File: config.mk
export PLATFORM = sky130hd
export DESIGN_NAME = inst_encode_loader
export DESIGN_NICKNAME = d
export VERILOG_FILES = /design/src/rtl/inst_encode_loader.sv
export SDC_FILE = /design/constraint.sdc
export NUM_CORES = 1
export LEC_CHECK = 0
export BUFFER_PORTS_ARGS = -buffer_cell sky130_fd_sc_hd__buf_2
export CAP_MARGIN = 15
export CORE_MARGIN = 5
export CORE_UTILIZATION = 25
export DETAILED_ROUTE_END_ITERATION = 7
export GPL_TIMING_DRIVEN = 0
export SYNTH_ARGS = -nofsm -noshare
export SYNTH_HDL_FRONTEND = slang
export SYNTH_SLANG_ARGS = --single-unit
export TNS_END_PERCENT = 50
File: constraint.sdc
create_clock -name i_clk -period 2.4 [get_ports i_clk]
set_input_delay 0.24 -clock i_clk [delete_from_list [all_inputs] [get_ports i_clk]]
set_output_delay 0.24 -clock i_clk [all_outputs]
set_load 0.01 [all_outputs]
File: src/rtl/inst_encode_loader.sv
// ---------------------------------------------------------------------------
// inst_encode_loader
//
// Purpose
//   Assembles a 32-bit RISC-V instruction word from decoded fields and writes it
//   byte-serially, big-endian (MSB byte at the lowest address), into a byte-wide
//   instruction memory. It is used to load programs into the fetch-side memory.
//   Sequence per word: IDLE (accept) -> ENCODE (1 cycle) -> WRITE (4 cycles).
//
// Parameters
//   ADDR_W     byte-address width of the instruction memory
//   BASE_ADDR  write pointer value after reset
//
// Ports
//   i_clk        clock, all state on rising edge
//   i_rst_n      synchronous reset, active-low
//   i_in_valid   field set valid (accepted in IDLE only)
//   o_in_ready   high while IDLE
//   i_fmt        0=R 1=I 2=S 3=B 4=U 5=J, 6/7 illegal
//   i_opcode5    inst[6:2]; inst[1:0] is always 2'b11
//   i_rd/i_rs1/i_rs2, i_funct3, i_f7b5 (inst[30], R-type only), i_imm
//   i_load_addr  load write pointer from i_addr_in (IDLE only)
//   i_addr_in    new pointer value
//   o_wr_en, o_wr_addr, o_wr_byte   byte write port
//   o_word_done  pulse with the last byte of a word
//   o_err        pulse when a field set is rejected (nothing written)
//
// Build option
//   ENC_DECODE_CHECK_EN : when defined, opcode5 must be legal for the format;
//                         otherwise only fmt 6/7 are rejected.
// ---------------------------------------------------------------------------
module inst_encode_loader #(
   parameter int ADDR_W    = 5,
   parameter int BASE_ADDR = 0
) (
   input  logic              i_clk,
   input  logic              i_rst_n,
   input  logic              i_in_valid,
   output logic              o_in_ready,
   input  logic [2:0]        i_fmt,
   input  logic [4:0]        i_opcode5,
   input  logic [4:0]        i_rd,
   input  logic [4:0]        i_rs1,
   input  logic [4:0]        i_rs2,
   input  logic [2:0]        i_funct3,
   input  logic              i_f7b5,
   input  logic [31:0]       i_imm,
   input  logic              i_load_addr,
   input  logic [ADDR_W-1:0] i_addr_in,
   output logic              o_wr_en,
   output logic [ADDR_W-1:0] o_wr_addr,
   output logic [7:0]        o_wr_byte,
   output logic              o_word_done,
   output logic              o_err
);

   typedef enum logic [1:0] {S_IDLE, S_ENCODE, S_WRITE} state_t;

   state_t            r_state;
   state_t            w_next;
   logic [1:0]        r_k;
   logic [ADDR_W-1:0] r_ptr;
   logic [31:0]       r_word;
   logic [2:0]        r_fmt;
   logic [4:0]        r_op;
   logic [4:0]        r_rd;
   logic [4:0]        r_rs1;
   logic [4:0]        r_rs2;
   logic [2:0]        r_f3;
   logic              r_f7b5;
   logic [31:0]       r_imm;
   logic [31:0]       w_word;
   logic              w_ok;

   function automatic logic [31:0] encode(
      input logic [2:0]  fmt,
      input logic [4:0]  op5,
      input logic [4:0]  rd,
      input logic [4:0]  rs1,
      input logic [4:0]  rs2,
      input logic [2:0]  f3,
      input logic        f7b5,
      input logic [31:0] imm
   );
      logic [6:0] op;
      op = {op5, 2'b11};
      case (fmt)
         3'd0:    encode = {1'b0, f7b5, 5'b0, rs2, rs1, f3, rd, op};
         3'd1:    encode = {imm[11:0], rs1, f3, rd, op};
         3'd2:    encode = {imm[11:5], rs2, rs1, f3, imm[4:0], op};
         3'd3:    encode = {imm[12], imm[10:5], rs2, rs1, f3, imm[4:1], imm[11], op};
         3'd4:    encode = {imm[31:12], rd, op};
         3'd5:    encode = {imm[20], imm[10:1], imm[11], imm[19:12], rd, op};
         default: encode = 32'd0;
      endcase
   endfunction

   function automatic logic field_set_ok(input logic [2:0] fmt, input logic [4:0] op5);
`ifdef ENC_DECODE_CHECK_EN
      // Only the opcodes the controller decode table maps to each format.
      case (fmt)
         3'd0:    field_set_ok = (op5 == 5'b01100);
         3'd1:    field_set_ok = (op5 == 5'b00000) || (op5 == 5'b00100) || (op5 == 5'b11001);
         3'd2:    field_set_ok = (op5 == 5'b01000);
         3'd3:    field_set_ok = (op5 == 5'b11000);
         3'd4:    field_set_ok = (op5 == 5'b01101) || (op5 == 5'b00101);
         3'd5:    field_set_ok = (op5 == 5'b11011);
         default: field_set_ok = 1'b0;
      endcase
`else
      field_set_ok = (fmt <= 3'd5) && (op5 == op5);
`endif
   endfunction

   assign w_word = encode(r_fmt, r_op, r_rd, r_rs1, r_rs2, r_f3, r_f7b5, r_imm);
   assign w_ok   = field_set_ok(r_fmt, r_op);

   // State register
   always_ff @(posedge i_clk) begin
      if (!i_rst_n) begin
         r_state <= S_IDLE;
      end else begin
         r_state <= w_next;
      end
   end

   // Next state and outputs; outputs are decoded from registered state only
   always_comb begin
      w_next      = r_state;
      o_in_ready  = 1'b0;
      o_wr_en     = 1'b0;
      o_wr_addr   = r_ptr;
      o_wr_byte   = 8'd0;
      o_word_done = 1'b0;
      o_err       = 1'b0;
      case (r_state)
         S_IDLE: begin
            o_in_ready = 1'b1;
            if (i_in_valid) begin
               w_next = S_ENCODE;
            end
         end
         S_ENCODE: begin
            if (w_ok) begin
               w_next = S_WRITE;
            end else begin
               o_err  = 1'b1;
               w_next = S_IDLE;
            end
         end
         S_WRITE: begin
            o_wr_en   = 1'b1;
            // Address arithmetic wraps modulo 2^ADDR_W by truncation.
            o_wr_addr = r_ptr + ADDR_W'(r_k);
            case (r_k)
               2'd0:    o_wr_byte = r_word[31:24];
               2'd1:    o_wr_byte = r_word[23:16];
               2'd2:    o_wr_byte = r_word[15:8];
               default: o_wr_byte = r_word[7:0];
            endcase
            if (r_k == 2'd3) begin
               o_word_done = 1'b1;
               w_next      = S_IDLE;
            end
         end
         default: w_next = S_IDLE;
      endcase
   end

   // Control: write pointer and byte counter
   always_ff @(posedge i_clk) begin
      if (!i_rst_n) begin
         r_ptr <= ADDR_W'(BASE_ADDR);
         r_k   <= 2'd0;
      end else begin
         case (r_state)
            S_IDLE: begin
               // A load in the accepting cycle redirects the accepted word too.
               if (i_load_addr) begin
                  r_ptr <= i_addr_in;
               end
               r_k <= 2'd0;
            end
            S_WRITE: begin
               r_k <= r_k + 2'd1;
               if (r_k == 2'd3) begin
                  r_ptr <= r_ptr + ADDR_W'(4);
               end
            end
            default: r_k <= 2'd0;
         endcase
      end
   end

   // Data: field capture on accept, word build in ENCODE (no reset needed,
   // outputs are gated by state)
   always_ff @(posedge i_clk) begin
      if (r_state == S_IDLE && i_in_valid) begin
         r_fmt  <= i_fmt;
         r_op   <= i_opcode5;
         r_rd   <= i_rd;
         r_rs1  <= i_rs1;
         r_rs2  <= i_rs2;
         r_f3   <= i_funct3;
         r_f7b5 <= i_f7b5;
         r_imm  <= i_imm;
      end
      if (r_state == S_ENCODE) begin
         r_word <= w_word;
      end
   end

endmodule

==> out/results.tsv, run 1 <==
stage	metric	value	unit
sta	drv_slew	0	
drt	drt-total-wl	9.13	mm
sta	period_share	94.0	%
drt	postRouteAntennaNets	0	
drt	drc	0	
placed_design	gp_congestion	0.745	
critical_path	crit_required	2.16	ns
critical_path	critPathCaptureType	output pin	
power	clkPwrFrac	39.5	%
synthesis	ys_warn_count	0	
min_path	hp-class	in2reg	
synthesis	syn_avg_cell_area	14.5	µm²
cts	htree_levels	3	
cts	numCtsBuffers	9	
power	sw_frac_of_total	22.2	%
final_layout	n_antenna_cell	0	
drt	routed_via_density	4.23	
sta	rsz0062_at_grt	no	
sta	timing.hold.ws	0.0663	ns
critical_path	path_cells	inv_1 > ha_1 > buf_1 > a222oi_1 > a21oi_1 > buf_2	
floorplanning	fp.dieH	137	µm
sta	post-route-min-period	2.26	ns
floorplanning	dieWidth	137	µm
cts	clockBufferDepth	2	
synthesis	synth_cells	276	
synthesis	synth_cell_types	41	
critical_path	slowest_stage	a222oi_1	
synthesis	synth_seq_cells	99	
min_path	whs_path_depth	1	
cts	cts.sinks	99	
placed_design	dp_hpwl	6.92	mm
sta	setup_violations	0	
outcome	outcome	completed	
drt	avgRoutedWirePerCell	15.4	µm
synthesis	seq_area_frac_synth	71.8	%
grt	grt_antenna_before_repair	0	
power	switchingPower	0.882	mW
power	leakage	1.92	nW
final_layout	layout_common_cells	edfxtp_1 (90), buf_2 (86), nand2_1 (20), o21ai_0 (16), a21oi_1 (15)	
drt	firstDrtPassIters	5	
final_layout	synthToLayoutAreaGrowth	26.6	%
sta	max_freq	0.443	GHz
sta	setup_tns	0	ns
power	pwr-share-seq	52.1	%
grt	grt-ovfl-total	0	
cts	clockRootBuffer	clkbuf_16	
critical_path	worstSetupPathType	reg2out	
floorplanning	dieArea	0.0187	mm²
floorplanning	num_rows	46	
critical_path	cp-start-kind	flop	
power	total_power	3.98	mW
sta	worst_pin_slew	0.824	ns
power	intPower	3.10	mW
final_layout	fin_nets	448	
critical_path	crit_arrival	2.02	ns
sta	fin_worst_skew	0.00516	ns
grt	grt_pass1_vias	2625	
drt	vias	2507	
power	peakVddDrop	0.000497	V
synthesis	netlist_area	0.00401	mm²
grt	track_usage	10.1	%
final_layout	drive_gt1_share	30.0	%
power	p_per_area	783	mW/mm²
synthesis	syn-num-nets	352	
sta	max_slew_margin	45.0	%
drt	dr.first_iter.drc_count	143	
floorplanning	core-area	0.0158	mm²
cts	clkTransAtPathRegs	0.07	ns
cts	clock_latency	0.34	ns
grt	grt_max_degree	34	
critical_path	r2r_setup_slack	0.58	ns
power	pwr-share-comb	8.3	%
job	cap_viol_max_count	0	
critical_path	path_max_fanout	8	
cts	cts_tree	built	
critical_path	rr_worst_depth	3	
grt	grt_pass1_wl	14.0	mm
placed_design	io_buffers	83	
cts	ctsHoldBuffers	0	
floorplanning	io_pins	85	
floorplanning	start_util	25.4	%
critical_path	slowest_delay	0.42	ns
final_layout	layout_commonest_cell	edfxtp_1	
sta	finalHoldViolCount	0	
-- final timing paths --
check | startpoint | to
worst max-delay path | r_k[1] | o_wr_byte[7]
worst min-delay path | i_fmt[2] | r_fmt[2]
worst max register to register | r_state[1] | r_imm[21]
worst min register to register | r_op[3] | r_word[5]
-- metrics by stage --
stage	worst slack [ns]	utilization, %	cell area, µm²	std cells
6_report	0.145	32.1	5080	593
5_1_grt	0.00230	32.1	5080	593
4_1_cts	0.0748	32.1	5080	593
3_5_place_dp	0.466	30.0	4760	577
3_3_place_gp	0.282	29.7	4700	575
2_1_floorplan	0.576	-	4020	276
-- layout make-up --
type / count / area [µm²]
Multi-Input combinational cell: 151 / 1030
Timing Repair Buffer: 85 / 470
Clock inverter: 6 / 96.3
Inverter: 13 / 48.8
Sequential cell: 99 / 2880
Buffer: 13 / 57.6
Clock buffer: 10 / 229
Tap cell: 216 / 270
Fill cell: 1607 / 10700
-- logic make-up (layout without fill, tap and decap cells) --
kind of cell | Yosys count | after routing | share of synthesized area (%)
adders and majority gates | 8 | 8 | 2.68
buffers and inverters | 26 | 127 | 2.62
DFF | 99 | 99 | 71.8
xor gates and xnor gates | 3 | 3 | 0.655
and+or+nand+nor | 58 | 58 | 7.92
AOI/OAI and AO/OA | 75 | 75 | 12.5
muxes | 7 | 7 | 1.84
-- routing by layer --
metal | GRT usage, % | vias to the layer above | routed length, µm
li1 | - | 1241 | -
met1 | 12.4 | 1182 | 3970
met2 | 16.5 | 76 | 4490
met3 | 3.31 | 8 | 581
met4 | 3.70 | 0 | 94
met5 | 0 | - | 0
-- worst max-delay path: cells and delay by family (launching register included) --
family / cells / cell delay [ns]
fa+ha+maj: 1 / 0.20
flops: 1 / 0.39
buf+inv: 3 / 0.49
compound gates: 2 / 0.58
-- synthesized netlist by cell type, drive strengths merged --
master	count	share of area [%]
a22o	7	1.5
a22oi	12	2.2
and2	6	0.94
and3	3	0.47
ha	7	2.2
edfxtp	90	67
xnor2	2	0.44
o2111a	1	0.28
clkbuf	5	0.47
nand2	20	1.9
fa	1	0.50
a222oi	6	1.5
a221oi	1	0.22
mux2i	4	1.0
nor4bb	1	0.25
nor2b	13	2.0
or3b	1	0.28
nand3b	2	0.37
a21o	2	0.37
or3	1	0.16
nand2b	3	0.47
a311o	1	0.25
o32ai	1	0.41
nor3b	1	0.31
a31oi	1	0.16
a21oi	15	1.9
a2bb2oi	1	0.22
dfxtp	9	4.5
nand3	1	0.12
o211ai	1	0.19
xor2	1	0.22
mux2	3	0.84
nor2	5	0.47
inv	13	1.2
o21ai	26	3.2
buf	8	0.94
and2b	1	0.19
-- sequential cells by signal (all words and copies together) (netlist names) --
name     flops
r_k          2
r_fmt        3
r_rs2        5
r_rd         5
r_op         5
r_state      2
r_word      31
r_ptr        5
r_f3         3
r_f7b5       1
r_imm       32
r_rs1        5
-- power groups by stage --
stage                     clock network (mW)  registers (mW)  logic, mW
final                                   1.57            2.07      0.331
after global placement                     0            2.11      0.314
after detailed placement                   0            2.11      0.338
after global routing                    1.67            2.09      0.373
after floorplan                            0            2.09      0.187
after CTS                               1.62            2.08      0.340
-- repair_timing --
item / 4_1_cts / 5_1_grt
endpoints found under the hold margin: 0 / 0
gates resized for setup: 0 / 2
buffers inserted: 0 / 0
setup endpoints to repair: 0 / 2
Power figures use the tool's default switching activity.
==> run 2: changes to the inputs <==
--- a/config.mk
+++ b/config.mk
@@ -7,2 +7,3 @@
 export LEC_CHECK = 0
+export ABC_AREA = 1
 export BUFFER_PORTS_ARGS = -buffer_cell sky130_fd_sc_hd__buf_2
==> constraint.sdc (replaced) <==
create_clock -name i_clk -period 2.4 [get_ports i_clk]
set_input_delay 0.48 -clock i_clk [delete_from_list [all_inputs] [get_ports i_clk]]
set_output_delay 0.48 -clock i_clk [all_outputs]
set_load 0.01 [all_outputs]
==> out/results.tsv, run 2 <==
stage	metric	value	unit	change
outcome	outcome	completed		
critical_path	rr_worst_depth	5		+2
critical_path	crit_arrival	1.82	ns	-0.20 ns
drt	firstDrtPassIters	4		-1
synthesis	netlist_area	0.00409	mm²	+1.9%
critical_path	crit_required	1.92	ns	-0.24 ns
power	p_per_area	750	mW/mm²	-4.1%
floorplanning	start_util	25.7	%	+0.30 points
power	total_power	3.85	mW	-3.1%
floorplanning	io_pins	85		unchanged
synthesis	netlist_top_cells_area	edfxtp_1 (66%), nand2_1 (9.7%), dfxtp_1 (4.4%), nand3_1 (2.7%), inv_1 (2.5%)		
critical_path	worstReg2RegEnd	r_rd[4]		
placed_design	gp_congestion	0.793		+6.4%
critical_path	slowest_stage	dfxtp_1		
sta	fin_ws	0.0957	ns	-0.0491 ns
grt	grt_max_degree	39		+15%
final_layout	synthToLayoutAreaGrowth	25.6	%	
critical_path	critPathCaptureType	output pin		
grt	grt_pass1_wl	14.1	mm	+0.59%
synthesis	synth_edf_count	90		unchanged
cts	clockBufferDepth	2		unchanged
sta	period_share	96.0	%	+2.0 points
critical_path	crit_family	adder cells		
floorplanning	core-area	0.0159	mm²	+0.73%
final_layout	largest_reg_flops	32		unchanged
power	pwr-share-seq	53.6	%	+1.5 points
synthesis	syn_avg_cell_area	11.7	µm²	-19%
drt	routed_via_density	4.03		-4.7%
critical_path	r2r-start	r_state[1]		
grt	grt_pass1_vias	2864		+9.1%
final_layout	layout_commonest_cell	nand2_1		
synthesis	seq_area_frac_synth	70.5	%	-1.4 points
critical_path	worstSetupPathType	reg2out		
grt	track_usage	9.88	%	-0.19 points
sta	fin_worst_skew	0.00651	ns	+0.00134 ns
min_path	min_from	i_imm[11]		
floorplanning	dieArea	0.0190	mm²	+1.8%
cts	numCtsBuffers	9		unchanged
cts	clkTransAtPathRegs	0.07	ns	about the same
final_layout	nFillCells	1639		+2.0%
placed_design	dp_slack	0.354	ns	-0.112 ns
critical_path	path_max_fanout	3		-5
cts	cts.sinks	99		unchanged
sta	worst_pin_slew	0.806	ns	-0.0181 ns
drt	drt-total-wl	8.97	mm	-1.8%
sta	post-route-min-period	2.30	ns	+0.0491 ns
power	peakVddDrop	0.000396	V	-20%
final_layout	fin_nets	520		+16%
placed_design	dp_hpwl	6.91	mm	-0.20%
synthesis	ys_warn_count	0		unchanged
min_path	min_to	r_imm[11]		
cts	htree_levels	3		unchanged
sta	finalHoldViolCount	0		unchanged
power	intPower	2.97	mW	-4.0%
final_layout	regMostFlops	r_imm		
critical_path	slowest_delay	0.37	ns	-0.05 ns
final_layout	n_antenna_cell	0		unchanged
cts	clockRootBuffer	clkbuf_16		
final_layout	layout_common_cells	nand2_1 (106), edfxtp_1 (90), buf_2 (86), inv_1 (27), nand3_1 (22)		
synthesis	syn-num-nets	425		+21%
floorplanning	num_rows	46		unchanged
final_layout	ff_latch_area	0.00289	mm²	+0.17%
drt	postRouteAntennaNets	0		unchanged
power	sw_frac_of_total	22.9	%	+0.69 points
sta	rsz0062_at_grt	yes		
synthesis	synth_seq_cells	99		unchanged
power	switchingPower	0.881	mW	about the same
min_path	hp-class	in2reg		
final_layout	multiInputGateArea	0.00105	mm²	+2.6%
sta	max_freq	0.434	GHz	-2.1%
synthesis	synth_common_cells	nand2_1 (106), edfxtp_1 (90), inv_1 (27)		
synthesis	synthArstFlopShare	0	%	unchanged
synthesis	yosysTopAreaCell	edfxtp_1		
synthesis	synth_ff_type	edfxtp_1		
synthesis	synth_cells	349		+26%
sta	max_slew_margin	46.2	%	+1.2 points
critical_path	cp_num_buf_inv	2		-1
synthesis	yosysMostFrequentCell	nand2_1		
final_layout	reg_top3	r_imm: 32 flops, r_word: 31 flops		
power	clkPwrFrac	37.2	%	-2.3 points
min_path	whs_path_depth	1		unchanged
grt	grt_antenna_before_repair	0		unchanged
power	pwr-share-comb	9.2	%	+0.9 points
job	cap_viol_max_count	0		unchanged
floorplanning	dieWidth	138	µm	+0.89%
drt	dr.first_iter.drc_count	122		-15%
power	leakage	2.11	nW	+9.7%
grt	grt-ovfl-total	0		unchanged
synthesis	yosysTopAreaCellShare	66.1	%	-1.3 points
cts	cts_tree	built		
floorplanning	fp.dieH	138	µm	+0.89%
drt	avgRoutedWirePerCell	13.5	µm	-12%
synthesis	synth_cell_types	29		-29%
cts	post-cts-setup-buffers	0		unchanged
sta	drv_slew	0		unchanged
drt	drc	0		unchanged
critical_path	r2r_setup_slack	0.49	ns	-0.09 ns
final_layout	drive_gt1_share	28.7	%	-1.2 points
critical_path	cp-start-kind	flop		
sta	setup_tns	0	ns	unchanged
drt	vias	2679		+6.9%
cts	ctsHoldBuffers	0		unchanged
sta	setup_violations	0		unchanged
cts	clock_latency	0.34	ns	about the same
critical_path	crit_start	r_ptr[0]		
placed_design	io_buffers	84		+1.2%
critical_path	path_cells	ha_1 > inv_1 > fa_1 > or2_4 > xor2_2 > buf_2		
run 2: per-layer routing:
| layer | up-vias | routed length (µm) | GRT usage, % |
|---|---|---|---|
| met5 | - | 0 | 0 |
| met4 | 0 | 103 | 2.85 |
| met3 | 7 | 615 | 3.77 |
| met2 | 76 | 4150 | 15.7 |
| met1 | 1223 | 4110 | 12.6 |
| li1 | 1373 | - | - |
run 2: power groups by stage:
stage / sequential (mW) / combinational (mW) / clock [mW]
6_report: 2.07 / 0.354 / 1.44
5_1_grt: 2.08 / 0.401 / 1.55
4_1_cts: 2.07 / 0.361 / 1.48
3_5_place_dp: 2.10 / 0.359 / 0
3_3_place_gp: 2.11 / 0.335 / 0
2_1_floorplan: 2.09 / 0.204 / 0
run 2: final cells by class:
class	count	share of cell area, %
Timing Repair Buffer	86	9.11
Tap cell	216	5.26
Buffer	6	0.706
Sequential cell	99	56.2
Inverter	33	2.46
Clock buffer	11	4.53
Clock inverter	5	1.22
Multi-Input combinational cell	209	20.5
run 2: how the worst max path moves through the flow:
stage	end	slack, ns	cells past startpoint
5_1_grt	o_wr_byte[1]	-0.01	6
6_report	o_wr_addr[2]	0.1	6
3_5_place_dp	o_wr_addr[2]	0.35	6
4_1_cts	o_wr_byte[1]	0.02	6
2_1_floorplan	r_word[10]	0.09	2
3_3_place_gp	r_word[13]	-0.39	2
run 2: logic make-up (layout without fill, tap and decap cells):
kind of cell,Yosys count,in the layout,synth area share (%)
AND/OR/NAND/NOR,168,168,18.0
buffers and inverters,41,141,4.16
flip-flops,99,99,70.5
XOR/XNOR,1,1,0.398
AO/OA/AOI/OAI,32,32,4.37
adder cells (fa/ha/maj),8,8,2.63
run 2: stage by stage:
stage	hold WS [ns]	cells	utilization (%)	area, µm²
4_1_cts	0.292	667	32.2	5140
3_3_place_gp	0.509	649	30.0	4790
6_report	0.308	665	32.2	5140
5_1_grt	0.284	665	32.2	5140
2_1_floorplan	0.478	349	-	4100
3_5_place_dp	0.523	651	30.4	4840
run 2: timing repair:
item,CTS,global route
pin swaps,0,1
endpoints found under the setup margin,2,10
gates resized for setup,1,4
endpoints found under the hold margin,0,0
==> run 3: changes to the inputs <==
CELL_PAD_IN_SITES_DETAIL_PLACEMENT = 1   (was unset)
CELL_PAD_IN_SITES_GLOBAL_PLACEMENT = 1   (was unset)
CORE_ASPECT_RATIO = 0.8   (was unset)
MAX_ROUTING_LAYER = met4   (was unset)
PLACE_DENSITY_LB_ADDON = 0.1   (was unset)
==> out/results.tsv, run 3 (synthesis results as in run 2) <==
stage	metric	value	unit	change
cts	htree_levels	3		unchanged
cts	clkTransAtPathRegs	0.07	ns	about the same
placed_design	io_buffers	84		unchanged
sta	drv_slew	0		unchanged
sta	timing.hold.ws	0.297	ns	-0.0112 ns
drt	drc	0		unchanged
final_layout	layoutNonFillerInstCount	664		-0.15%
power	p_per_area	756	mW/mm²	+0.84%
critical_path	cp-start-kind	flop		
final_layout	drive_gt1_share	29.2	%	+0.45 points
floorplanning	start_util	25.7	%	+0.065 points
grt	busiest_layer	met2		
placed_design	dp_hpwl	7.64	mm	+11%
drt	routed_via_density	4.08		+1.3%
final_layout	synthToLayoutAreaGrowth	25.0	%	
critical_path	crit_start	r_k[0]		
grt	met3_usage	4.03	%	+0.26 points
sta	post-route-min-period	2.32	ns	+0.0165 ns
drt	firstDrtPassIters	4		unchanged
final_layout	regMostFlops	r_imm		
final_layout	fin_nets	520		unchanged
floorplanning	core-area	0.0159	mm²	-0.25%
sta	setup_violations	0		unchanged
final_layout	reg_top3	r_imm: 32 flops, r_word: 31 flops		
placed_design	gp_congestion	0.715		-9.7%
drt	dr.first_iter.drc_count	124		+1.6%
floorplanning	num_rows	41		-11%
critical_path	path_max_fanout	5		+2
sta	finalHoldViolCount	0		unchanged
grt	grt_pass1_wl	16.1	mm	+14%
sta	period_share	96.7	%	+0.69 points
critical_path	r2r_setup_slack	0.38	ns	-0.11 ns
grt	grt_max_degree	33		-15%
power	peakVddDrop	0.000328	V	-17%
sta	setup_tns	0	ns	unchanged
critical_path	crit_arrival	1.84	ns	+0.02 ns
floorplanning	dieWidth	153	µm	+11%
min_path	hp-class	in2reg		
placed_design	dp_cells	649		-0.31%
cts	clock_latency	0.35	ns	about the same
critical_path	crit_required	1.92	ns	about the same
final_layout	layout_common_cells	nand2_1 (106), edfxtp_1 (90), buf_2 (86), inv_1 (27), nand3_1 (22)		
final_layout	layout_commonest_cell	nand2_1		
floorplanning	fp.dieH	124	µm	-9.8%
critical_path	crit_end	o_wr_addr[2]		
power	leakage	2.11	nW	about the same
grt	met1_usage	14.6	%	+2.0 points
power	total_power	3.87	mW	+0.37%
sta	max_freq	0.431	GHz	-0.71%
sta	rsz0062_at_grt	no		
critical_path	rr_worst_depth	5		unchanged
final_layout	nFillCells	1801		+9.9%
cts	numCtsBuffers	9		unchanged
critical_path	worstReg2RegEnd	r_imm[29]		
outcome	outcome	completed		
final_layout	post-route-util	32.2	%	-0.068 points
job	cap_viol_max_count	0		unchanged
final_layout	n_antenna_cell	0		unchanged
floorplanning	io_pins	85		unchanged
grt	track_usage	11.2	%	+1.3 points
drt	vias	2709		+1.1%
final_layout	largest_reg_flops	32		unchanged
cts	cts.sinks	99		unchanged
cts	clockRootBuffer	clkbuf_16		
drt	avgRoutedWirePerCell	15.0	µm	+11%
drt	drt-total-wl	9.98	mm	+11%
grt	grt_pass1_vias	3016		+5.3%
drt	postRouteAntennaNets	0		unchanged
critical_path	critPathCaptureType	output pin		
critical_path	worstSetupPathType	reg2out		
critical_path	r2r-start	r_state[1]		
sta	fin_worst_skew	0.00639	ns	-0.000115 ns
cts	clockBufferDepth	2		unchanged
floorplanning	dieArea	0.0190	mm²	about the same
grt	gr-usage-met2	16.7	%	+1.0 points
grt	grt_antenna_before_repair	0		unchanged
cts	cts_tree	built		
sta	worst_pin_slew	0.894	ns	+0.0876 ns
sta	max_slew_margin	40.3	%	-5.9 points
grt	grt-ovfl-total	0		unchanged
-- run 3: final cells by class --
class	count	area (µm²)	share of cell area (%)
sequential	99	2890	56.5
multi-input combinational	209	1060	20.7
timing repair buffer	85	440	8.61
tap	215	269	5.26
clock buffer	9	225	4.40
inverter	33	126	2.47
clock inverter	7	65.1	1.27
buffer	7	42.5	0.832
-- run 3: worst max-delay path, stage by stage (launching register included) --
cell and delay (ns):
dfxtp_4 0.38, ha_1 0.17, inv_1 0.06, fa_2 0.33, or2_4 0.26, xor2_2 0.15
buf_2 0.14
-- run 3: worst min path at each step --
stage,start,to,cells past startpoint
global route,i_imm[5],r_imm[5],1
floorplan,r_ptr[0],r_ptr[0],2
global placement,r_ptr[0],r_ptr[0],2
finish,i_rs2[1],r_rs2[1],1
detailed placement,r_imm[30],r_word[30],2
CTS,i_imm[4],r_imm[4],1
-- run 3: report_power, final --
group / total [mW] / internal, mW / switching, mW
sequential: 2.07 / 2.03 / 0.0424
combinational: 0.354 / 0.126 / 0.227
clock: 1.45 / 0.805 / 0.643
-- run 3: stage by stage --
step / setup slack (ns) / instance area [µm²]
3_3_place_gp: -0.597 / 4790
3_5_place_dp: 0.293 / 4820
2_1_floorplan: 0.0893 / 4100
5_1_grt: 0.0216 / 5110
4_1_cts: 0.00995 / 5110
6_report: 0.0792 / 5110
-- run 3: what timing repair did --
action                                  4_1_cts  5_1_grt
hold buffers                                  0        0
endpoints found under the setup margin        4        6
setup buffers                                 0        0
pin swaps                                     1        0
gates resized for setup                       5        2
-- run 3: layer usage --
layer / wire length (µm) / up-vias
li1: - / 1373
met3: 475 / 12
met1: 4940 / 1263
met4: 98 / 0
met2: 4470 / 61
met5: 0 / -
